**src/rtl/uart_pkg.sv**
```systemverilog
// Shared UART definitions: frame state encoding, bit-period helper and parity.
package uart_pkg;

  // Widest word the parity helper handles; narrower words are zero-extended.
  localparam int UART_MAX_WORD_WIDTH = 32;

  typedef enum logic [2:0] {
    IDLE   = 3'd0,
    START  = 3'd1,
    DATA   = 3'd2,
    PARITY = 3'd3,
    STOP   = 3'd4,
    GUARD  = 3'd5
  } uart_state_t;

  // Clocks per serial bit (integer division of clock rate by baud rate).
  function automatic int bit_cycles(input int clk_rate, input int baud_rate);
    return clk_rate / baud_rate;
  endfunction

  // Parity bit of a word: even selects XOR-reduction, odd its complement.
  // Zero-extension does not change the reduction, so any width up to the max fits.
  function automatic logic parity_bit(input logic [UART_MAX_WORD_WIDTH-1:0] data,
                                      input logic even_sel);
    logic p_s;
    if (even_sel) begin
      p_s = ^data;
    end else begin
      p_s = ~^data;
    end
    return p_s;
  endfunction

endpackage

```
**src/rtl/uart_baud_gen.sv**
```systemverilog
// Bit-period timer: counts enabled clocks and ticks on the last clock of each bit.
module uart_baud_gen
  import uart_pkg::*;
#(
  parameter int CLK_RATE  = 100000000,
  parameter int BAUD_RATE = 115200
) (
  input  logic clock,
  input  logic rst,
  input  logic clear,
  input  logic enable,
  output logic tick
);

  localparam int BIT_CYCLES = bit_cycles(CLK_RATE, BAUD_RATE);
  localparam int CNT_W      = (BIT_CYCLES > 1) ? $clog2(BIT_CYCLES) : 1;
  localparam logic [CNT_W-1:0] CNT_LAST = CNT_W'(BIT_CYCLES - 1);

  logic [CNT_W-1:0] cnt_r;

  // Count clocks within a bit; restart on clear or after the last clock of a bit.
  always_ff @(posedge clock) begin
    if (rst || clear) begin
      cnt_r <= '0;
    end else if (enable) begin
      if (cnt_r == CNT_LAST) begin
        cnt_r <= '0;
      end else begin
        cnt_r <= cnt_r + 1'b1;
      end
    end else begin
      cnt_r <= cnt_r;
    end
  end

  assign tick = enable && (cnt_r == CNT_LAST);

endmodule

```
**src/rtl/uart_tx.sv**
```systemverilog
// UART transmitter: start, LSB-first data, parity, stop and one guard bit per frame.
module uart_tx
  import uart_pkg::*;
#(
  parameter int BAUD_RATE   = 115200,
  parameter int CLK_RATE    = 100000000,
  parameter int WORD_WIDTH  = 8,
  parameter int EVEN_PARITY = 0
) (
  input  logic                  clock,
  input  logic                  rst,
  input  logic [WORD_WIDTH-1:0] tx_data_in,
  input  logic                  tx_data_valid,
  output logic                  tx_ready,
  output logic                  tx_out,
  output logic                  tx_busy
);

  localparam int BIT_W = (WORD_WIDTH > 1) ? $clog2(WORD_WIDTH) : 1;
  localparam logic [BIT_W-1:0] LAST_BIT = BIT_W'(WORD_WIDTH - 1);

  uart_state_t           state_r;
  logic [WORD_WIDTH-1:0] data_r;
  logic [WORD_WIDTH-1:0] shift_r;
  logic [BIT_W-1:0]      bit_cnt_r;
  logic                  tx_out_r;
  logic                  busy_r;
  logic                  ready_r;
  logic                  tick_s;
  logic                  parity_s;

  // The bit timer runs only while a frame is on the line and is held at zero in IDLE,
  // so each frame starts with a full-length start bit.
  uart_baud_gen #(
    .CLK_RATE  (CLK_RATE),
    .BAUD_RATE (BAUD_RATE)
  ) u_baud_gen (
    .clock  (clock),
    .rst    (rst),
    .clear  (state_r == IDLE),
    .enable (state_r != IDLE),
    .tick   (tick_s)
  );

  assign parity_s = parity_bit(UART_MAX_WORD_WIDTH'(data_r), EVEN_PARITY != 0);

  // Frame sequencer: owns state, captured word, shifter, bit count and all outputs.
  always_ff @(posedge clock) begin
    if (rst) begin
      state_r   <= IDLE;
      data_r    <= '0;
      shift_r   <= '0;
      bit_cnt_r <= '0;
      tx_out_r  <= 1'b1;
      busy_r    <= 1'b0;
      ready_r   <= 1'b1;
    end else begin
      case (state_r)
        IDLE: begin
          if (tx_data_valid) begin
            data_r   <= tx_data_in;
            shift_r  <= tx_data_in;
            state_r  <= START;
            tx_out_r <= 1'b0;
            busy_r   <= 1'b1;
            ready_r  <= 1'b0;
          end else begin
            tx_out_r <= 1'b1;
            busy_r   <= 1'b0;
            ready_r  <= 1'b1;
          end
        end
        START: begin
          if (tick_s) begin
            state_r   <= DATA;
            bit_cnt_r <= '0;
            tx_out_r  <= shift_r[0];
            shift_r   <= shift_r >> 1'b1;
          end
        end
        DATA: begin
          if (tick_s) begin
            if (bit_cnt_r == LAST_BIT) begin
              state_r  <= PARITY;
              tx_out_r <= parity_s;
            end else begin
              bit_cnt_r <= bit_cnt_r + 1'b1;
              tx_out_r  <= shift_r[0];
              shift_r   <= shift_r >> 1'b1;
            end
          end
        end
        PARITY: begin
          if (tick_s) begin
            state_r  <= STOP;
            tx_out_r <= 1'b1;
          end
        end
        STOP: begin
          if (tick_s) begin
            state_r  <= GUARD;
            tx_out_r <= 1'b1;
          end
        end
        GUARD: begin
          // The guard bit covers the receiver's post-stop wait period.
          if (tick_s) begin
            state_r  <= IDLE;
            tx_out_r <= 1'b1;
            busy_r   <= 1'b0;
            ready_r  <= 1'b1;
          end
        end
        default: begin
          state_r  <= IDLE;
          tx_out_r <= 1'b1;
          busy_r   <= 1'b0;
          ready_r  <= 1'b1;
        end
      endcase
    end
  end

  assign tx_out   = tx_out_r;
  assign tx_busy  = busy_r;
  assign tx_ready = ready_r;

endmodule
```
**config.mk**
```make
export PLATFORM = sky130hd
export DESIGN_NAME = uart_tx
export DESIGN_NICKNAME = d
export VERILOG_FILES = /design/src/rtl/uart_pkg.sv /design/src/rtl/uart_baud_gen.sv /design/src/rtl/uart_tx.sv
export SDC_FILE = /design/constraint.sdc
export NUM_CORES = 1
export LEC_CHECK = 0
export ABC_AREA = 1
export BUFFER_PORTS_ARGS = -buffer_cell sky130_fd_sc_hd__buf_2
export CORE_UTILIZATION = 45
export DETAILED_ROUTE_END_ITERATION = 12
export PLACE_DENSITY_LB_ADDON = 0.2
export SYNTH_ARGS = -nofsm -noshare
export SYNTH_HDL_FRONTEND = slang
export SYNTH_SLANG_ARGS = --single-unit
```
**constraint.sdc**
```tcl
create_clock -name clock -period 1.9 [get_ports clock]
set_input_delay 0.19 -clock clock [delete_from_list [all_inputs] [get_ports clock]]
set_output_delay 0.19 -clock clock [all_outputs]
set_load 0.05 [all_outputs]
```
==> Flow_metrics.wiki <==
{| class="wikitable"
! Metric !! Value
|-
| Outcome || finished, final reports clean
|-
| Clock tree from TritonCTS || done
|-
| Quantity of I/O buffers inserted on ports || 13
|-
| Dominant cell by count in the synthesized netlist || nand2_1
|-
| Final slew viol count || 0
|-
| Power density over the cells || 1530 nW/um^2
|-
| Resized Gates After CTS || 0
|-
| Total met3 wirelength after detailed routing || 120 um
|-
| Detailed-routing wirelength on met1 || 1680 um
|-
| Largest fanout on the critical path || 15
|-
| Number of top-level pins || 14
|-
| Mapped Area || 1850 sq um
|-
| Placement-stage cell area || 1950 sq um
|-
| Clock skew after layout || 0.00526 ns
|-
| Master cell of the clock root buffer || clkbuf_8
|-
| Arrival time reported for the critical path endpoint || 1.73 ns
|-
| Kind of cell with the highest combined delay on the critical path || simple AND/OR/NAND/NOR gates
|-
| Routed length on met2 || 1580 um
|-
| Mean instance size in the synthesized netlist || 6.55 sq um
|-
| Synth top area cells || dfxtp_1 38%, nand2_1 19%, nor2_1 7.1%
|-
| Crit start category || register
|-
| Number of enable-type register cells in the synthesized netlist || 0
|-
| Count of final hold-check violations || 0
|-
| Setup Buffers After CTS || 0
|-
| Count of maximum capacitance violations || 0
|-
| Synth Warn # || 0
|-
| Antenna Diode Count || 0
|-
| Critical path buffer and inverter count || 1
|-
| Share of layout cells above drive strength 1 || 0.134
|-
| Commonest cells post-synth || 95 x nand2_1, 35 x dfxtp_1, 35 x nor2_1, 33 x inv_1, 12 x a21oi_1
|-
| Clock period minus worst slack || 1.54 ns
|-
| Element type at the critical path end || register
|-
| Die height || 66.1 um
|-
| Fraction of post-synthesis cell area in the top cell type by area || 0.379
|-
| Delay of the slowest critical-path stage || 0.31 ns
|-
| Crit path max-delay cell type || dfxtp_1
|-
| Synth Net Count || 296
|-
| Final critical-path share of the clock period || 0.813
|-
| Post-placement setup slack || 0.359 ns
|-
| Global Route Usage Sum || 0.179
|-
| Num rows || 22
|-
| Worst reg2reg path startpoint || bit_cnt_r[0]
|-
| Destination of the worst hold path || shift_r[7]
|-
| Clock transition time at the flip-flop clock pins of the worst setup and hold paths || 0.07 ns
|-
| CTS Sinks || 35
|-
| Most common cell type on the critical path || nor2_1
|-
| Top routing layer in use || met4
|-
| Proportion of register bits with asynchronous set or reset after synthesis || 0
|-
| Remaining antenna violation count after routing || 0
|-
| Kind of critical path || reg -> reg
|-
| H-tree depth || 2
|-
| VDD IR max || 632 uV
|-
| Syn-to-layout area delta || 9.89%
|-
| DR vias/cell || 4.74
|-
| Unrepaired setup endpoints after global routing || no
|-
| Antenna violations before repair || 0
|-
| Vias in the first global route || 1415
|-
| Reg-to-reg setup timing slack || 0.36 ns
|-
| Flip-flop and latch count after synthesis || 35
|-
| Count of cell types in the netlist || 29
|-
| Post-route setup slack || 0.356 ns
|-
| DRC || 0
|-
| Nets || 312
|-
| CTS buffer count || 5
|-
| Sum of overflow across all layers after global routing || 0
|-
| Initial drt markers || 60
|-
| Post-route cell area || 2030 sq um
|-
| Number of buffers on the longest clock path || 2
|-
| Required @ worst endpoint || 2.08 ns
|-
| Final core occ || 0.535
|-
| Top achievable clock speed || 0.648 GHz
|-
| Cell type with the highest aggregate area in the netlist || dfxtp_1
|-
| Placeable core area || 3800 sq um
|-
| Placed wire-length estimate || 2550 um
|-
| Hold-critical path depth || 3
|-
| Sequential share of the synthesized area || 0.379
|-
| Initial Util || 0.486
|-
| Crit Reg-Reg Endpoint || shift_r[6]
|-
| Detailed-router iteration count before antenna repair || 5
|-
| Leakage power total || 0.992 nW
|-
| Global-route wire length before repair || 5830 um
|-
| Worst Hold Class || in -> reg
|-
| Worst hold path startpoint || tx_data_in[7]
|-
| Vias after detailed routing || 1646
|-
| Die boundary width || 66.1 um
|-
| Crit-path cells || ha_1 -> ha_1 -> inv_1 -> nor2_1 -> nor2_2 -> nand3_4 -> nor2_1 -> nor2_1
|-
| Routed length per instance || 9.95 um
|-
| Clock latency on the worst-skew pair || 0.29 ns
|-
| WL final || 3450 um
|-
| Worst slew margin relative to its limit || 0.760
|-
| Total of endpoints with negative setup slack in the final report || 0
|-
| Hold-fix buffers, CTS || 0
|-
| Pin count of the biggest net entering global routing || 18
|-
| Dominant register cell in the synthesized netlist || dfxtp_1
|-
| Slew at the pin closest to its max-slew limit || 0.359 ns
|-
| Total of fill cells in the finished design || 382
|-
| Reg2reg path depth || 8
|-
| Weighted congestion reported at the end of routability-driven placement || 0.818
|-
| Setup_tns || 0 ns
|-
| Number of instances in the synthesized netlist || 282
|-
| Total die area || 4370 sq um
|}
## per-layer routing
| metal | vias up | GRT usage |
|---|---|---|
| met3 | 6 | 0.0500 |
| li1 | 901 | - |
| met5 | - | 0 |
| met1 | 718 | 0.202 |
| met4 | 0 | 0.0931 |
| met2 | 21 | 0.305 |
## cell usage in the layout (no fill, tap or decap)
cell,instances
nor3_2,1
o21ai_0,7
nand3_1,11
nand2_4,2
nor2_1,35
nor2_2,3
nand3_2,2
buf_2,13
nor3_1,2
inv_1,33
a21oi_1,12
nand2_1,95
inv_2,6
nor3b_1,2
nand2_2,3
nand3_4,1
clkinv_2,1
xnor2_1,3
and3_1,1
nand4_1,6
xor2_1,2
buf_4,1
ha_1,3
o21ai_1,8
clkbuf_1,2
nor2_4,2
dfxtp_1,35
clkinv_1,1
clkbuf_8,5
o211ai_1,1
## final cells by class
| class | instances | area, sq um | area share |
|---|---|---|---|
| multi-input combinational | 202 | 966 | 0.476 |
| sequential | 35 | 701 | 0.345 |
| inverter | 40 | 150 | 0.0739 |
| clock buffer | 7 | 76.3 | 0.0376 |
| timing repair buffer | 14 | 72.6 | 0.0357 |
| tap | 48 | 60.1 | 0.0296 |
| clock inverter | 1 | 5.00 | 0.00246 |
## tightest hold or removal path: cells and delay by family
| family | cells | cell delay [ns] |
|---|---|---|
| buffers and inverters | 1 | 0.10 |
| AO/OA/AOI/OAI | 1 | 0.06 |
| AND/OR/NAND/NOR | 1 | 0.08 |
## how the worst max path moves through the flow
stage / endpoint / from / cells past startpoint / slack [ns]
finish: shift_r[6] / bit_cnt_r[0] / 8 / 0.36
detailed placement: shift_r[3] / bit_cnt_r[0] / 8 / 0.36
floorplan: shift_r[0] / bit_cnt_r[0] / 9 / 0.44
global placement: shift_r[1] / bit_cnt_r[0] / 8 / 0.38
CTS: shift_r[3] / bit_cnt_r[0] / 8 / 0.35
global route: shift_r[1] / bit_cnt_r[0] / 8 / 0.20
## registers in the layout (all words and copies together) (netlist names)
signal	cells
tx_ready	1
shift_r	8
bit_cnt_r	3
tx_out	1
u_baud_gen.cnt_r	10
state_r	3
data_r	8
tx_busy	1
## power breakdown
group	switching, mW	internal [mW]
sequential	0.124	0.941
clock	0.261	0.257
combinational	1.02	0.492
total	1.41	1.69
## cell families after synthesis
family,Yosys count,synth area share
adders and majority gates,3,0.0203
xor gates and xnor gates,5,0.0237
and+or+nand+nor,166,0.401
buffers and inverters,45,0.0982
AOI/OAI and AO/OA,28,0.0772
DFF,35,0.379
## through the flow
| step | total power [mW] | hold WS, ns | cells |
|---|---|---|---|
| finish | 3.10 | 0.190 | 347 |
| global route | 3.41 | 0.204 | 347 |
| CTS | 3.14 | 0.191 | 347 |
| detailed placement | 2.61 | 0.437 | 339 |
| global placement | 2.59 | 0.430 | 339 |
| floorplan | 2.38 | 0.359 | 282 |
No activity file was read; power rests on OpenSTA's default activity.
